==> config.mk <==
export PLATFORM = sky130hd
export DESIGN_NAME = fetch_ctrl_flat
export DESIGN_NICKNAME = d
export VERILOG_FILES = /design/src/rtl/fetch_ctrl_if.sv /design/src/rtl/fetch_ctrl.sv /design/src/flat_wrapper.sv
export SDC_FILE = /design/constraint.sdc
export NUM_CORES = 1
export LEC_CHECK = 0
export BUFFER_PORTS_ARGS = -buffer_cell sky130_fd_sc_hd__buf_2
export CAP_MARGIN = 20
export CORE_ASPECT_RATIO = 1.1
export CORE_MARGIN = 4
export CORE_UTILIZATION = 46
export CTS_BUF_LIST = sky130_fd_sc_hd__clkbuf_4
export DETAILED_ROUTE_END_ITERATION = 10
export GPL_ROUTABILITY_DRIVEN = 0
export PLACE_DENSITY_LB_ADDON = 0.12
export SYNTH_ARGS = -nofsm -noshare
export SYNTH_HDL_FRONTEND = slang
export SYNTH_SLANG_ARGS = --single-unit
==> constraint.sdc <==
create_clock -name clk -period 5.8 [get_ports clk]
set_clock_uncertainty 0.1 [all_clocks]
set_input_delay 0.29 -clock clk [delete_from_list [all_inputs] [get_ports clk]]
set_output_delay 0.29 -clock clk [all_outputs]
set_load 0.01 [all_outputs]
==> src/rtl/fetch_ctrl_if.sv <==
// Shared types and the fetch-side bus bundle: redirect, icache request/response,
// branch-predictor lookup and instruction-buffer write port.
package fetch_ctrl_pkg;

    typedef logic [3:0] exception_t;

    // Per-request metadata held until the matching icache response returns
    typedef struct packed {
        logic [31:0] pc;
        logic [1:0]  size;
        logic        taken1;
        logic        taken2;
        logic [31:0] target;
    } fetch_meta_t;

endpackage

interface fetch_ctrl_if;
    import fetch_ctrl_pkg::*;

    logic        flush;
    logic [31:0] flush_target;

    logic        req_valid;
    logic [31:0] req_pc;
    logic        req_ready;

    logic        bp_taken1;
    logic        bp_taken2;
    logic [31:0] bp_target;

    logic        resp_valid;
    logic [31:0] resp_inst1;
    logic [31:0] resp_inst2;
    logic        resp_have_exception;
    exception_t  resp_exception_type;

    logic [1:0]  ibuf_input_size;
    logic [31:0] ibuf_pc1;
    logic [31:0] ibuf_inst1;
    logic        ibuf_pred_taken1;
    logic [31:0] ibuf_pred_target1;
    logic        ibuf_have_exception1;
    exception_t  ibuf_exception_type1;
    logic [31:0] ibuf_pc2;
    logic [31:0] ibuf_inst2;
    logic        ibuf_pred_taken2;
    logic [31:0] ibuf_pred_target2;

    logic [1:0]  consume_inst;

    modport master (
        input  flush, flush_target,
        output req_valid, req_pc,
        input  req_ready,
        input  bp_taken1, bp_taken2, bp_target,
        input  resp_valid, resp_inst1, resp_inst2, resp_have_exception, resp_exception_type,
        output ibuf_input_size,
        output ibuf_pc1, ibuf_inst1, ibuf_pred_taken1, ibuf_pred_target1,
        output ibuf_have_exception1, ibuf_exception_type1,
        output ibuf_pc2, ibuf_inst2, ibuf_pred_taken2, ibuf_pred_target2,
        input  consume_inst
    );

    modport slave (
        output flush, flush_target,
        input  req_valid, req_pc,
        output req_ready,
        output bp_taken1, bp_taken2, bp_target,
        output resp_valid, resp_inst1, resp_inst2, resp_have_exception, resp_exception_type,
        input  ibuf_input_size,
        input  ibuf_pc1, ibuf_inst1, ibuf_pred_taken1, ibuf_pred_target1,
        input  ibuf_have_exception1, ibuf_exception_type1,
        input  ibuf_pc2, ibuf_inst2, ibuf_pred_taken2, ibuf_pred_target2,
        output consume_inst
    );

endinterface

==> src/rtl/fetch_ctrl.sv <==
// Fetch sequencer: credit-throttled 2-wide icache requests, in-order response
// pairing with request metadata, and flush handling with stale-response drop.
module fetch_ctrl
    import fetch_ctrl_pkg::*;
#(
    parameter logic [31:0] RESET_PC        = 32'h1c000000,
    parameter int unsigned IBUF_DEPTH      = 8,
    parameter int unsigned MAX_OUTSTANDING = 2
) (
    input  logic         clk,
    input  logic         reset,
    fetch_ctrl_if.master bus
);

    localparam int unsigned OCC_W = $clog2(IBUF_DEPTH + 1);
    localparam int unsigned OUT_W = $clog2(MAX_OUTSTANDING + 1);
    localparam int unsigned PTR_W = (MAX_OUTSTANDING > 1) ? $clog2(MAX_OUTSTANDING) : 1;
    localparam int unsigned SUM_W = OCC_W + 1;

    logic [31:0]      fetch_pc_q, fetch_pc_d;
    logic [OCC_W-1:0] occ_q, occ_d;
    logic [OCC_W-1:0] res_q, res_d;
    logic [OUT_W-1:0] out_q, out_d;
    logic [OUT_W-1:0] stale_q, stale_d;
    logic [PTR_W-1:0] rd_ptr_q, rd_ptr_d;
    logic [PTR_W-1:0] wr_ptr_q, wr_ptr_d;
    fetch_meta_t      meta_q [MAX_OUTSTANDING];

    logic [1:0]       req_size_c;
    logic [SUM_W-1:0] fill_c;
    logic             room_c;
    logic             req_valid_c;
    logic             accept_c;
    logic [31:0]      next_pc_c;
    fetch_meta_t      push_c;
    fetch_meta_t      head_c;
    logic             resp_write_c;
    logic [1:0]       write_size_c;

    function automatic logic [PTR_W-1:0] ptr_inc(input logic [PTR_W-1:0] p);
        return (p == PTR_W'(MAX_OUTSTANDING - 1)) ? '0 : p + PTR_W'(1);
    endfunction

    // Request generation: size, credit check and predicted next PC
    always_comb begin
        req_size_c = fetch_pc_q[2] ? 2'd1 : 2'd2;
        if (bus.bp_taken1) begin
            req_size_c = 2'd1;
        end

        // Always reserve two slots so a later size change never overflows the buffer
        fill_c      = SUM_W'(occ_q) + SUM_W'(res_q) + SUM_W'(2);
        room_c      = (fill_c <= SUM_W'(IBUF_DEPTH));
        req_valid_c = !reset && !bus.flush && (out_q < OUT_W'(MAX_OUTSTANDING)) && room_c;
        accept_c    = req_valid_c && bus.req_ready;

        if (bus.bp_taken1) begin
            next_pc_c = bus.bp_target;
        end else if (bus.bp_taken2 && (req_size_c == 2'd2)) begin
            next_pc_c = bus.bp_target;
        end else begin
            next_pc_c = {fetch_pc_q[31:3] + 29'd1, 3'b000};
        end

        push_c.pc     = fetch_pc_q;
        push_c.size   = req_size_c;
        push_c.taken1 = bus.bp_taken1;
        push_c.taken2 = bus.bp_taken2 && (req_size_c == 2'd2);
        push_c.target = bus.bp_target;
    end

    // Response pairing: only non-stale responses outside flush/reset reach the buffer
    always_comb begin
        head_c       = meta_q[rd_ptr_q];
        resp_write_c = bus.resp_valid && !reset && !bus.flush && (stale_q == '0);
        write_size_c = resp_write_c ? head_c.size : 2'd0;
    end

    assign bus.req_valid            = req_valid_c;
    assign bus.req_pc               = fetch_pc_q;
    assign bus.ibuf_input_size      = write_size_c;
    assign bus.ibuf_pc1             = head_c.pc;
    assign bus.ibuf_pc2             = head_c.pc + 32'd4;
    assign bus.ibuf_inst1           = bus.resp_inst1;
    assign bus.ibuf_inst2           = bus.resp_inst2;
    assign bus.ibuf_pred_taken1     = head_c.taken1;
    assign bus.ibuf_pred_taken2     = head_c.taken2;
    assign bus.ibuf_pred_target1    = head_c.target;
    assign bus.ibuf_pred_target2    = head_c.target;
    assign bus.ibuf_have_exception1 = bus.resp_have_exception;
    assign bus.ibuf_exception_type1 = bus.resp_exception_type;

    // Next-state: reset, then flush, then normal request/response accounting
    always_comb begin
        fetch_pc_d = fetch_pc_q;
        occ_d      = occ_q;
        res_d      = res_q;
        out_d      = out_q;
        stale_d    = stale_q;
        rd_ptr_d   = rd_ptr_q;
        wr_ptr_d   = wr_ptr_q;

        if (reset) begin
            fetch_pc_d = RESET_PC;
            occ_d      = '0;
            res_d      = '0;
            out_d      = '0;
            stale_d    = '0;
            rd_ptr_d   = '0;
            wr_ptr_d   = '0;
        end else if (bus.flush) begin
            // Everything still in flight becomes stale; a response this cycle is discarded
            fetch_pc_d = bus.flush_target;
            occ_d      = '0;
            res_d      = '0;
            out_d      = out_q - OUT_W'(bus.resp_valid);
            stale_d    = out_q - OUT_W'(bus.resp_valid);
            rd_ptr_d   = '0;
            wr_ptr_d   = '0;
        end else begin
            if (accept_c) begin
                fetch_pc_d = next_pc_c;
                wr_ptr_d   = ptr_inc(wr_ptr_q);
            end
            if (resp_write_c) begin
                rd_ptr_d = ptr_inc(rd_ptr_q);
            end
            if (bus.resp_valid && (stale_q != '0)) begin
                stale_d = stale_q - OUT_W'(1);
            end
            out_d = out_q + OUT_W'(accept_c) - OUT_W'(bus.resp_valid);
            res_d = res_q + (accept_c ? OCC_W'(2) : OCC_W'(0))
                          - (resp_write_c ? OCC_W'(2) : OCC_W'(0));
            occ_d = occ_q + OCC_W'(write_size_c) - OCC_W'(bus.consume_inst);
        end
    end

    always_ff @(posedge clk) begin
        fetch_pc_q <= fetch_pc_d;
        occ_q      <= occ_d;
        res_q      <= res_d;
        out_q      <= out_d;
        stale_q    <= stale_d;
        rd_ptr_q   <= rd_ptr_d;
        wr_ptr_q   <= wr_ptr_d;
        if (accept_c) begin
            meta_q[wr_ptr_q] <= push_c;
        end
    end

endmodule

==> src/flat_wrapper.sv <==
// flat-port wrapper written by rule: the top's interface ports become plain ports
module fetch_ctrl_flat import fetch_ctrl_pkg::*;
#(
    parameter logic [31:0] RESET_PC        = 32'h1c000000,
    parameter int unsigned IBUF_DEPTH      = 8,
    parameter int unsigned MAX_OUTSTANDING = 2
)
  (clk, reset, bus_flush, bus_flush_target, bus_req_valid, bus_req_pc, bus_req_ready, bus_bp_taken1, bus_bp_taken2, bus_bp_target, bus_resp_valid, bus_resp_inst1, bus_resp_inst2, bus_resp_have_exception, bus_resp_exception_type, bus_ibuf_input_size, bus_ibuf_pc1, bus_ibuf_inst1, bus_ibuf_pred_taken1, bus_ibuf_pred_target1, bus_ibuf_have_exception1, bus_ibuf_exception_type1, bus_ibuf_pc2, bus_ibuf_inst2, bus_ibuf_pred_taken2, bus_ibuf_pred_target2, bus_consume_inst);
  fetch_ctrl_if bus_i ();
  input  logic clk;
  input  logic reset;
  input wire logic [$bits(bus_i.flush)-1:0] bus_flush;
  input wire logic [$bits(bus_i.flush_target)-1:0] bus_flush_target;
  output wire logic [$bits(bus_i.req_valid)-1:0] bus_req_valid;
  output wire logic [$bits(bus_i.req_pc)-1:0] bus_req_pc;
  input wire logic [$bits(bus_i.req_ready)-1:0] bus_req_ready;
  input wire logic [$bits(bus_i.bp_taken1)-1:0] bus_bp_taken1;
  input wire logic [$bits(bus_i.bp_taken2)-1:0] bus_bp_taken2;
  input wire logic [$bits(bus_i.bp_target)-1:0] bus_bp_target;
  input wire logic [$bits(bus_i.resp_valid)-1:0] bus_resp_valid;
  input wire logic [$bits(bus_i.resp_inst1)-1:0] bus_resp_inst1;
  input wire logic [$bits(bus_i.resp_inst2)-1:0] bus_resp_inst2;
  input wire logic [$bits(bus_i.resp_have_exception)-1:0] bus_resp_have_exception;
  input wire logic [$bits(bus_i.resp_exception_type)-1:0] bus_resp_exception_type;
  output wire logic [$bits(bus_i.ibuf_input_size)-1:0] bus_ibuf_input_size;
  output wire logic [$bits(bus_i.ibuf_pc1)-1:0] bus_ibuf_pc1;
  output wire logic [$bits(bus_i.ibuf_inst1)-1:0] bus_ibuf_inst1;
  output wire logic [$bits(bus_i.ibuf_pred_taken1)-1:0] bus_ibuf_pred_taken1;
  output wire logic [$bits(bus_i.ibuf_pred_target1)-1:0] bus_ibuf_pred_target1;
  output wire logic [$bits(bus_i.ibuf_have_exception1)-1:0] bus_ibuf_have_exception1;
  output wire logic [$bits(bus_i.ibuf_exception_type1)-1:0] bus_ibuf_exception_type1;
  output wire logic [$bits(bus_i.ibuf_pc2)-1:0] bus_ibuf_pc2;
  output wire logic [$bits(bus_i.ibuf_inst2)-1:0] bus_ibuf_inst2;
  output wire logic [$bits(bus_i.ibuf_pred_taken2)-1:0] bus_ibuf_pred_taken2;
  output wire logic [$bits(bus_i.ibuf_pred_target2)-1:0] bus_ibuf_pred_target2;
  input wire logic [$bits(bus_i.consume_inst)-1:0] bus_consume_inst;
  assign bus_i.flush = bus_flush;
  assign bus_i.flush_target = bus_flush_target;
  assign bus_req_valid = bus_i.req_valid;
  assign bus_req_pc = bus_i.req_pc;
  assign bus_i.req_ready = bus_req_ready;
  assign bus_i.bp_taken1 = bus_bp_taken1;
  assign bus_i.bp_taken2 = bus_bp_taken2;
  assign bus_i.bp_target = bus_bp_target;
  assign bus_i.resp_valid = bus_resp_valid;
  assign bus_i.resp_inst1 = bus_resp_inst1;
  assign bus_i.resp_inst2 = bus_resp_inst2;
  assign bus_i.resp_have_exception = bus_resp_have_exception;
  assign bus_i.resp_exception_type = bus_resp_exception_type;
  assign bus_ibuf_input_size = bus_i.ibuf_input_size;
  assign bus_ibuf_pc1 = bus_i.ibuf_pc1;
  assign bus_ibuf_inst1 = bus_i.ibuf_inst1;
  assign bus_ibuf_pred_taken1 = bus_i.ibuf_pred_taken1;
  assign bus_ibuf_pred_target1 = bus_i.ibuf_pred_target1;
  assign bus_ibuf_have_exception1 = bus_i.ibuf_have_exception1;
  assign bus_ibuf_exception_type1 = bus_i.ibuf_exception_type1;
  assign bus_ibuf_pc2 = bus_i.ibuf_pc2;
  assign bus_ibuf_inst2 = bus_i.ibuf_inst2;
  assign bus_ibuf_pred_taken2 = bus_i.ibuf_pred_taken2;
  assign bus_ibuf_pred_target2 = bus_i.ibuf_pred_target2;
  assign bus_i.consume_inst = bus_consume_inst;
  fetch_ctrl #(.RESET_PC(RESET_PC), .IBUF_DEPTH(IBUF_DEPTH), .MAX_OUTSTANDING(MAX_OUTSTANDING)) u_core (.clk(clk), .reset(reset), .bus(bus_i));
endmodule
Word level (Yosys, flattened, before mapping)
Memories as Yosys holds them, arrays and structs flattened. A register that Yosys moved wholly into a read port is not among the register bits.
Index checks and enable logic that the tools add are counted.
{"block": "word_totals", "out_inout_bits": 234, "reg_bits": 46, "inputBits": 142, "mem_count": 1, "ramBits": 136, "word_cells": 59}
{"block": "classes", "muxes": 18, "n_lt_le_gt_ge": 2, "add_sub_neg": 14, "eq_ne": 1, "reduce_logical": 16}
{"memory": "u_core.meta_q", "words": 2, "word_bits": 68, "read_ports": 1, "rd_ports_with_merged_regs": 1, "wr": 1, "line": "fetch_ctrl.sv:27", "source": "fetch_meta_t meta_q [MAX_OUTSTANDING];"}
{"operator": "$mux W32", "count": 4}
{"operator": "$add A32 B3 Y32 const B", "count": 1}
{"operator": "$add A29 B1 Y29 const B", "count": 1}
{"operator": "$mux W2", "count": 8}
{"operator": "$logic_and A1 B1 Y1", "count": 9}
{"operator": "$mux W1", "count": 6}
{"operator": "$reduce_bool A2 Y1", "count": 3}
{"operator": "$add A4 B4 Y5", "count": 1}
{"operator": "$add A5 B2 Y5 const B", "count": 1}
{"operator": "$le A5 B4 Y1 const B", "count": 1}
{"operator": "$add A4 B2 Y4", "count": 1}
{"operator": "$add A4 B4 Y4", "count": 1}
{"operator": "$sub A2 B1 Y2", "count": 2}
{"operator": "$sub A4 B2 Y4", "count": 1}
{"operator": "$sub A4 B4 Y4", "count": 1}
{"operator": "$add A1 B1 Y1 const B", "count": 2}
{"operator": "$add A2 B1 Y2", "count": 1}
{"operator": "$eq A2 B2 Y1 const B", "count": 1}
{"operator": "$logic_not A1 Y1", "count": 2}
{"operator": "$logic_not A2 Y1", "count": 1}
{"operator": "$lt A2 B2 Y1 const B", "count": 1}
{"operator": "$reduce_or A2 Y1", "count": 1}
{"operator": "$sub A2 B1 Y2 const B", "count": 1}

Logic depth before layout (Yosys ltp)
Gate-level depths: netlist (run 1).
{"block": "logic_depth", "ltp_word": 8, "mapped_depth": 16, "depth_no_buf": 15}

Worst setup path after synthesis (run 1)
Ideal clock, no wire load.
{"block": "synth_path", "kind": "register to register", "startpoint": "register u_core.res_q[3]", "endpoint": "memory u_core.meta_q[0][0] (netlist bit), enable pin", "slack_ns": 0.385, "stages_incl_launch_ff": 8, "n_path_buf": 1, "arrival_time_ns": 4.820, "required_ns": 5.205, "setup_time_ns": 0.495, "synth_period_minus_slack_ns": 5.415, "cell_sequence": "dfxtp_1 ha_1 ha_1 a21o_1 or3_1 a211o_1 clkbuf_1 nor2_1"}
{"block": "synth_between", "elab_chain_len": 7}
{"element": "start: declaration", "line": "fetch_ctrl.sv:22", "source": "logic [OCC_W-1:0] res_q, res_d;"}
{"element": "start signal: assignment", "line": "fetch_ctrl.sv:141", "source": "res_q <= res_d;"}
{"element": "$add A4 B4 Y5", "line": "fetch_ctrl.sv:52", "source": "fill_c = SUM_W'(occ_q) + SUM_W'(res_q) + SUM_W'(2);"}
{"element": "$add A5 B2 Y5", "line": "fetch_ctrl.sv:52"}
{"element": "$le A5 B4 Y1", "line": "fetch_ctrl.sv:53", "source": "room_c = (fill_c <= SUM_W'(IBUF_DEPTH));"}
{"element": "$logic_and A1 B1 Y1", "line": "fetch_ctrl.sv:54", "source": "req_valid_c = !reset && !bus.flush && (out_q < OUT_W'(MAX_OUTSTANDING)) && room_c;"}
{"element": "$logic_and A1 B1 Y1", "line": "fetch_ctrl.sv:55", "source": "accept_c = req_valid_c && bus.req_ready;"}
{"element": "$mux W1", "line": "fetch_ctrl.sv:146", "source": "if (accept_c) begin"}
{"element": "$mux W1 (implied by the code)", "line": "fetch_ctrl.sv:147", "source": "meta_q[wr_ptr_q] <= push_c;"}
{"element": "end: declaration", "line": "fetch_ctrl.sv:27"}
No other way between the ends.

Worst setup path in the final report (run 1)
{"block": "layout_path", "startpoint": "register u_core.res_q[2]", "endpoint": "register u_core.res_q[3]"}
{"block": "layout_between", "elab_chain_len": 8}
{"element": "$add A4 B4 Y5", "line": "fetch_ctrl.sv:52"}
{"element": "$add A5 B2 Y5", "line": "fetch_ctrl.sv:52"}
{"element": "$le A5 B4 Y1", "line": "fetch_ctrl.sv:53"}
{"element": "$logic_and A1 B1 Y1", "line": "fetch_ctrl.sv:54"}
{"element": "$logic_and A1 B1 Y1", "line": "fetch_ctrl.sv:55"}
{"element": "$mux W2", "line": "fetch_ctrl.sv:132", "source": "res_d = res_q + (accept_c ? OCC_W'(2) : OCC_W'(0))"}
{"element": "$add A4 B4 Y4 *", "line": "fetch_ctrl.sv:132"}
{"element": "$sub A4 B4 Y4 *", "line": "fetch_ctrl.sv:133", "source": "- (resp_write_c ? OCC_W'(2) : OCC_W'(0));"}
Mark *: on every way between the ends. The rest lies on a longest branch, timed or not.
A chain may end at the register's enable or synchronous reset.

==> results of run 1 <==
[layout by cell type, fill, tap and decap left out, types with 5 or more instances in the layout]
cell type / count
sky130_fd_sc_hd__buf_2: 237
sky130_fd_sc_hd__edfxtp_1: 136
sky130_fd_sc_hd__dlygate4sd3_1: 67
sky130_fd_sc_hd__nor2_1: 57
sky130_fd_sc_hd__mux2_2: 52
sky130_fd_sc_hd__dfxtp_1: 45
sky130_fd_sc_hd__xnor2_1: 36
sky130_fd_sc_hd__inv_1: 35
sky130_fd_sc_hd__nand2_1: 32
sky130_fd_sc_hd__a21oi_1: 31
sky130_fd_sc_hd__o21ai_0: 25
sky130_fd_sc_hd__nand3_1: 22
sky130_fd_sc_hd__mux2i_1: 19
sky130_fd_sc_hd__clkbuf_4: 17
sky130_fd_sc_hd__xor2_1: 16
sky130_fd_sc_hd__ha_1: 15
sky130_fd_sc_hd__nand4_1: 14
sky130_fd_sc_hd__nor3_1: 11
sky130_fd_sc_hd__a22oi_1: 8
sky130_fd_sc_hd__and3_1: 8
sky130_fd_sc_hd__a211oi_1: 8
sky130_fd_sc_hd__and2_1: 7
sky130_fd_sc_hd__nand3b_1: 7
sky130_fd_sc_hd__clkinv_2: 5
[cell families after synthesis]
kind of cell	synth area share, %
other	0.0389
and+or+nand+nor	9.89
adders and majority gates	2.77
xor gates and xnor gates	4.72
muxes	8.04
DFF	51.9
buffers and inverters	13.7
AOI/OAI and AO/OA	8.92
[cells in the mapped netlist (7+ instances only)]
| cell type | count | area (µm²) |
|---|---|---|
| sky130_fd_sc_hd__and3_1 | 8 | 50.1 |
| sky130_fd_sc_hd__o21ai_0 | 25 | 125 |
| sky130_fd_sc_hd__xor2_1 | 16 | 140 |
| sky130_fd_sc_hd__a21oi_1 | 32 | 160 |
| sky130_fd_sc_hd__mux2_2 | 52 | 586 |
| sky130_fd_sc_hd__inv_1 | 35 | 131 |
| sky130_fd_sc_hd__nand2_1 | 32 | 120 |
| sky130_fd_sc_hd__and2_1 | 8 | 50.1 |
| sky130_fd_sc_hd__clkbuf_1 | 23 | 86.3 |
| sky130_fd_sc_hd__a22oi_1 | 8 | 60.1 |
| sky130_fd_sc_hd__buf_4 | 138 | 1040 |
| sky130_fd_sc_hd__a211oi_1 | 9 | 67.6 |
| sky130_fd_sc_hd__ha_1 | 15 | 188 |
| sky130_fd_sc_hd__nand3b_1 | 7 | 52.6 |
| sky130_fd_sc_hd__xnor2_1 | 36 | 315 |
| sky130_fd_sc_hd__nand3_1 | 22 | 110 |
| sky130_fd_sc_hd__buf_2 | 7 | 35.0 |
| sky130_fd_sc_hd__dfxtp_1 | 46 | 921 |
| sky130_fd_sc_hd__nand4_1 | 14 | 87.6 |
| sky130_fd_sc_hd__nor3_1 | 11 | 55.1 |
| sky130_fd_sc_hd__nor2_1 | 58 | 218 |
| sky130_fd_sc_hd__mux2i_1 | 19 | 190 |
| sky130_fd_sc_hd__edfxtp_1 | 136 | 4080 |
[final cells by class]
type	instances	area [µm²]
clock buffer	17	128
clock inverter	14	158
fill	1831	9570
inverter	36	135
multi-input combinational	451	3350
sequential	182	5010
tap	256	320
timing repair buffer	309	1910
[worst max path at each step]
| stage | startpoint | end | slack [ns] |
|---|---|---|---|
| after floorplan | u_core.res_q[3] | u_core.meta_q[0][0] | 0.39 |
| after global placement | u_core.res_q[3] | u_core.meta_q[0][31] | 1.97 |
| after detailed placement | u_core.res_q[2] | u_core.res_q[3] | 1.93 |
| after CTS | u_core.res_q[2] | u_core.res_q[3] | 1.90 |
| after global routing | flop | bus_ibuf_pc2[26] | 1.63 |
| final | u_core.res_q[2] | u_core.res_q[3] | 1.95 |
[per-stage QoR]
step,hold slack (ns),total power [W],worst slack [ns],std cells,util (%)
2_1_floorplan,0.289,0.00198,0.385,840,-
3_3_place_gp,0.386,0.00210,1.97,1167,48.9
3_5_place_dp,0.396,0.00211,1.93,1167,48.9
4_1_cts,0.0436,0.00285,1.90,1265,53.5
5_1_grt,0.0674,0.00297,1.63,1265,53.5
6_report,0.0808,0.00283,1.95,1265,53.5
[what timing repair did]
action | 4_1_cts | 5_1_grt
endpoints found under the hold margin | 105 | 0
hold buffers | 67 | 0
endpoints found under the setup margin | 0 | 0
[power by group]
group / switching, W / leakage [nW] / internal (W)
combinational: 0.000306 / 2.52 / 0.000253
sequential: 0.0000749 / 1.62 / 0.00147
clock: 0.000422 / 0.161 / 0.000295
total: 0.000803 / 4.30 / 0.00202
[routing by layer]
| layer | GRT usage, % | share of wire, % |
|---|---|---|
| met5 | 0 | 0 |
| met4 | 6.37 | 2.3 |
| met3 | 5.08 | 7.2 |
| met2 | 33.4 | 48 |
| met1 | 26.6 | 43 |
[flip-flops by register name, summed over array words and instances, names as in the netlist, named ones only]
name / cells
u_core.res_q: 3
u_core.rd_ptr_q: 1
u_core.wr_ptr_q: 1
u_core.occ_q: 4
u_core.bus.req_pc: 32
u_core.meta_q: 136
u_core.stale_q: 2
u_core.out_q: 2
[worst max-delay path: stages, from the launching register on]
cell and delay, ns:
sky130_fd_sc_hd__dfxtp_1 0.36, sky130_fd_sc_hd__ha_1 0.35, sky130_fd_sc_hd__fa_1 0.55, sky130_fd_sc_hd__nor3_1 0.05, sky130_fd_sc_hd__nor2_1 0.30, sky130_fd_sc_hd__a211o_1 0.73
sky130_fd_sc_hd__xnor2_1 0.16, sky130_fd_sc_hd__ha_1 0.34, sky130_fd_sc_hd__fa_1 0.41, sky130_fd_sc_hd__xnor2_1 0.18, sky130_fd_sc_hd__xnor2_1 0.14, sky130_fd_sc_hd__nor2_1 0.05
==> impl_results.rst, run 1 <==
.. list-table::
   :header-rows: 1

   * - Metric
     - Value
   * - Number of synthesized flops with an enable pin
     - 136
   * - Total Wirelength
     - 24400 µm
   * - Cell Rows
     - 55
   * - Sequential area share after synthesis
     - 51.9%
   * - Reg2Reg Launch Point
     - u_core.res_q[2]
   * - Net count of the mapped netlist
     - 1001
   * - 1st-iter DRT viols
     - 418
   * - Setup Buffers After CTS
     - 0
   * - Number of antenna-violating nets in the routed design
     - 0
   * - Async S/R FF share, synth
     - 0%
   * - Worst skew pair latency
     - 0.56 ns
   * - End point of the most critical hold path
     - u_core.out_q[1]
   * - Outcome
     - finished clean
   * - CP endpoint kind
     - flop
   * - Effective utilization at floorplan
     - 46.9%
   * - Transition time at the pin with the least slew margin
     - 1.02 ns
   * - Area Growth Syn to Fin
     - 14.1%
   * - RSZ-0062 raised after global routing
     - no
   * - Final count of pins violating max slew
     - 0
   * - Highest clock frequency the design can meet
     - 0.260 GHz
   * - Area after detailed placement
     - 10100 µm²
   * - Critical Path Fanout Max
     - 23
   * - Post-route cell area
     - 11000 µm²
   * - Crit path launch type
     - flop
   * - H-tree Lvls
     - 4
   * - Min-delay worst type
     - in2reg
   * - Total vias in the final route
     - 6715
   * - Number of vias per cell
     - 5.31
   * - Antenna diode count
     - 0
   * - Worst-case register-to-register setup slack
     - 1.95 ns
   * - Final layout net count
     - 1158
   * - Total track usage
     - 20.3%
   * - Worst Path Class, Setup
     - reg2reg
   * - Most used flip-flop cell after synthesis
     - sky130_fd_sc_hd__edfxtp_1
   * - Sum of negative setup slack
     - 0 ns
   * - Total clock buffers created by CTS
     - 17
   * - Final setup violation count
     - 0
   * - Vias in the first global route
     - 6767
   * - Die width
     - 146 µm
   * - Register-to-Register Path Depth
     - 11
   * - Pre-Repair DR Iteration Count
     - 5
   * - Warnings from Yosys
     - 0
   * - IO Pins
     - 376
   * - Instance count of the mapped netlist
     - 840
   * - Die Y-Extent
     - 160 µm
   * - Core area
     - 20600 µm²
   * - Final min period
     - 3.85 ns
   * - HPWL after detailed placement
     - 17200 µm
   * - Max-cap check violation count
     - 0
   * - Arrival time worst endpoint
     - 4.20 ns
   * - Buffer cell driving the clock tree root
     - sky130_fd_sc_hd__clkbuf_4
   * - Maximum resistive drop on vdd
     - 0.139 mV
   * - Aggregate global routing overflow
     - 0
   * - Routed wirelength normalized by instance count
     - 19.3 µm
   * - Share of post-route cells with drive strength above 1
     - 34.0%
   * - Mean cell area of the mapped netlist
     - 11.5 µm²
   * - Total power divided by cell area
     - 257 nW/µm²
   * - Area of the mapped netlist
     - 9650 µm²
   * - Worst slew margin relative to its limit
     - 31.8%
   * - Startpoint of the worst hold path
     - reset
   * - Resize count post-CTS
     - 0
   * - Sinks on the clock net
     - 182
   * - End of the worst register-to-register path
     - u_core.res_q[3]
   * - Overall die area
     - 23400 µm²
   * - Post-synth cell types
     - 63
   * - Max Buffers Root-to-Sink
     - 2
   * - Total of buffers placed on input and output ports
     - 237
   * - Ratio of final minimum period to clock period
     - 66.3%
   * - Leakage component of the power
     - 4.30 nW
   * - First-pass GRT wire length
     - 37600 µm
   * - Clock tree from TritonCTS
     - built
   * - Clock-pin slew on the worst setup and hold paths
     - 0.14 ns
   * - Flops & latches, synth
     - 182
   * - Initial antenna violation count
     - 0
   * - Hold Violations, Final
     - 0
   * - WHS Path Cells
     - 2
   * - Critical path data required time
     - 6.15 ns
   * - Pin count of the biggest net entering global routing
     - 69
   * - DRC
     - 0
(Power assumes the default switching activity.)
==> inputs of run 2 (changes only) <==
clock period = 3.1 ns   (was 5.8 ns; I/O delays follow)
==> run 2 against run 1 <==
Compared with the run above:
- first-iteration DRC count down 29%
- register-to-register slack worse by 1.9 ns
- maximum frequency up 25%
- clock power up 76%
- setup slack worse by 1.9 ns
- wire length up 5.9%
- largest cell class unchanged
- global-route usage up 0.85 points
- total power up 89%
- highest routed layer unchanged
- via count up 3.5%
- non-clock buffer count up 55
==> impl_results.rst, run 2 (synthesis results as in run 1) <==
.. list-table::
   :header-rows: 1

   * - Metric
     - Value
   * - Maximum resistive drop on vdd
     - 0.239 mV (+72%)
   * - Initial antenna violation count
     - 2 (+2)
   * - Placed cells
     - 1194 (+2.3%)
   * - Core area
     - 20600 µm² (unchanged)
   * - Comb pwr share
     - 22.7% (+2.9 points)
   * - Worst slew margin relative to its limit
     - 53.7% (+22 points)
   * - Transition time at the pin with the least slew margin
     - 0.692 ns (-0.330 ns)
   * - 1st-iter DRT viols
     - 295 (-29%)
   * - Switching share of total power
     - 31.1% (+2.7 points)
   * - Worst skew pair latency
     - 0.60 ns (+0.04 ns)
   * - Max-cap check violation count
     - 0 (unchanged)
   * - Area Growth Syn to Fin
     - 21.9%
   * - Final core utilization
     - 57.2% (+3.7 points)
   * - Seq pwr share
     - 53.8% (-1.0 points)
   * - Share of post-route cells with drive strength above 1
     - 39.9% (+5.9 points)
   * - Total power divided by cell area
     - 454 nW/µm² (+77%)
   * - Leading cell types in the layout, fill and taps excluded
     - sky130_fd_sc_hd__buf_2 (237), sky130_fd_sc_hd__edfxtp_1 (136), sky130_fd_sc_hd__dlygate4sd3_1 (73)
   * - Worst Path Class, Setup
     - reg2reg
   * - Highest clock frequency the design can meet
     - 0.324 GHz (+25%)
   * - H-tree Lvls
     - 4 (unchanged)
   * - First-pass GRT wire length
     - 38700 µm (+2.9%)
   * - Total track usage
     - 21.2% (+0.85 points)
   * - Cell-internal power
     - 0.00368 W (+82%)
   * - Outcome
     - finished clean
   * - Post-layout instance count excluding filler cells
     - 1324 (+4.7%)
   * - Clock tree from TritonCTS
     - built
   * - Register with the most flip-flops
     - u_core.meta_q
   * - Proportion of power drawn by the clock network
     - 23.5% (-1.9 points)
   * - Max Buffers Root-to-Sink
     - 2 (unchanged)
   * - Total clock buffers created by CTS
     - 17 (unchanged)
   * - Worst-case register-to-register setup slack
     - 0.02 ns (-1.94 ns)
   * - Total Wirelength
     - 25800 µm (+5.9%)
   * - IO Pins
     - 376 (unchanged)
   * - Number of vias per cell
     - 5.25 (-1.2%)
   * - Sequential cell area in the final layout
     - 5010 µm² (about the same)
   * - Largest register FFs
     - 136 (unchanged)
   * - Min-delay worst type
     - in2reg
   * - Sinks on the clock net
     - 182 (unchanged)
   * - Vias in the first global route
     - 6857 (+1.3%)
   * - Final setup violation count
     - 0 (unchanged)
   * - Overall die area
     - 23400 µm² (unchanged)
   * - CP endpoint kind
     - flop
   * - Met1 Use GR
     - 26.3% (-0.33 points)
   * - Leakage component of the power
     - 4.65 nW (+8.2%)
   * - Die width
     - 146 µm (unchanged)
   * - Crit path launch type
     - flop
   * - Net switching power of the design
     - 0.00166 W (+110%)
   * - Met2 track demand over resource
     - 35.2% (+1.8 points)
   * - Pin count of the biggest net entering global routing
     - 39 (-43%)
   * - Pre-Repair DR Iteration Count
     - 4 (-1)
   * - Reg2Reg Launch Point
     - u_core.res_q[3]
   * - Launch point of the critical path
     - u_core.res_q[3]
   * - Commonest non-fill, non-tap cell in the layout
     - sky130_fd_sc_hd__buf_2
   * - Hold Violations, Final
     - 0 (unchanged)
   * - RSZ-0062 raised after global routing
     - yes
   * - DRC
     - 0 (unchanged)
   * - Cell Rows
     - 55 (unchanged)
   * - Critical Path Fanout Max
     - 3 (-87%)
   * - GRT Max-Usage Layer
     - met2
   * - Ratio of final minimum period to clock period
     - 99.5% (+33 points)
   * - GR Layer Usage met3
     - 5.51% (+0.43 points)
   * - Final min period
     - 3.08 ns (-0.764 ns)
   * - Routed wirelength normalized by instance count
     - 19.5 µm (+1.2%)
   * - Area of the multi-input gates
     - 3570 µm² (+6.4%)
   * - Total vias in the final route
     - 6947 (+3.5%)
   * - Die Y-Extent
     - 160 µm (unchanged)
   * - Number of antenna-violating nets in the routed design
     - 0 (unchanged)
   * - Fill cell total of the finished layout
     - 1760 (-3.9%)
   * - Final layout net count
     - 1213 (+4.7%)
   * - Aggregate global routing overflow
     - 0 (unchanged)
   * - Worst Setup EP
     - u_core.res_q[3]
   * - Critical path data required time
     - 3.52 ns (-2.63 ns)
   * - Final count of pins violating max slew
     - 0 (unchanged)
   * - Worst Hold Margin
     - 0.0315 ns (-0.0493 ns)
   * - Arrival time worst endpoint
     - 3.50 ns (-0.70 ns)
   * - Total of buffers placed on input and output ports
     - 237 (unchanged)
   * - Clock-pin slew on the worst setup and hold paths
     - 0.18 ns (+0.04 ns)
   * - Register-to-Register Path Depth
     - 11 (unchanged)
   * - Effective utilization at floorplan
     - 46.9% (unchanged)
   * - Buffer cell driving the clock tree root
     - sky130_fd_sc_hd__clkbuf_4
   * - HPWL after detailed placement
     - 18300 µm (+6.7%)
   * - End of the worst register-to-register path
     - u_core.res_q[3]
## run 2: layer usage
layer  up-vias  share of wire (%)
met2       282                 49
li1       3309                  -
met1      3275                 41
met3        81                7.3
met5         -                  0
met4         0                3.3
## run 2: what timing repair did
item                                    4_1_cts  5_1_grt
pin swaps                                     2       16
endpoints found under the hold margin       113        0
hold buffers                                 73        0
buffers inserted                              4       16
gates cloned                                  0        2
endpoints found under the setup margin       22       19
gates resized for setup                      12       35
## run 2: power by group through the flow
| stage | Sequential (W) | Combinational, W | Clock (W) |
|---|---|---|---|
| 2_1_floorplan | 0.00289 | 0.000836 | 0 |
| 3_3_place_gp | 0.00293 | 0.00106 | 0 |
| 3_5_place_dp | 0.00294 | 0.00107 | 0 |
| 4_1_cts | 0.00288 | 0.00117 | 0.00129 |
| 5_1_grt | 0.00289 | 0.00133 | 0.00140 |
| 6_report | 0.00288 | 0.00121 | 0.00126 |
## run 2: how the worst min path moves through the flow
stage / startpoint / endpoint / slack [ns] / cells after the start
3_3_place_gp: bus_resp_exception_type[3] / bus_ibuf_exception_type1[3] / 0.21 / 0
4_1_cts: bus_consume_inst[1] / u_core.occ_q[1] / 0.01 / 4
2_1_floorplan: bus_bp_target[0] / u_core.meta_q[0][0] / 0.15 / 0
3_5_place_dp: bus_resp_exception_type[3] / bus_ibuf_exception_type1[3] / 0.21 / 0
6_report: bus_consume_inst[1] / u_core.occ_q[1] / 0.03 / 4
5_1_grt: bus_consume_inst[1] / u_core.occ_q[1] / 0.05 / 4
## run 2: layout make-up
type / instances / share of cell area (%)
Timing Repair Buffer: 364 / 20.8
Clock buffer: 17 / 1.08
Tap cell: 256 / 2.72
Sequential cell: 182 / 42.6
Multi-Input combinational cell: 451 / 30.3
Inverter: 36 / 1.15
Antenna cell: 3 / 0.0638
Clock inverter: 15 / 1.21
## run 2: stage by stage
step,setup slack [ns],setup TNS (ns),cell area (µm²),power [W]
finish,0.0159,0,11800,0.00534
global route,-0.126,-0.299,11800,0.00562
CTS,-0.000626,-0.000626,11400,0.00534
detailed placement,0.00685,0,10300,0.00400
global placement,0.0549,0,10300,0.00399
floorplan,-0.231,-15.79,9700,0.00372
## run 2: worst max-delay path: stages, from the launching register on
cell	delay (ns)
sky130_fd_sc_hd__dfxtp_2	0.38
sky130_fd_sc_hd__ha_4	0.27
sky130_fd_sc_hd__ha_4	0.19
sky130_fd_sc_hd__a21o_1	0.19
sky130_fd_sc_hd__or3_4	0.37
sky130_fd_sc_hd__a211o_1	0.29
sky130_fd_sc_hd__xnor2_1	0.14
sky130_fd_sc_hd__ha_1	0.33
sky130_fd_sc_hd__fa_2	0.37
sky130_fd_sc_hd__xnor2_1	0.19
sky130_fd_sc_hd__xnor2_1	0.15
sky130_fd_sc_hd__nor2_1	0.05
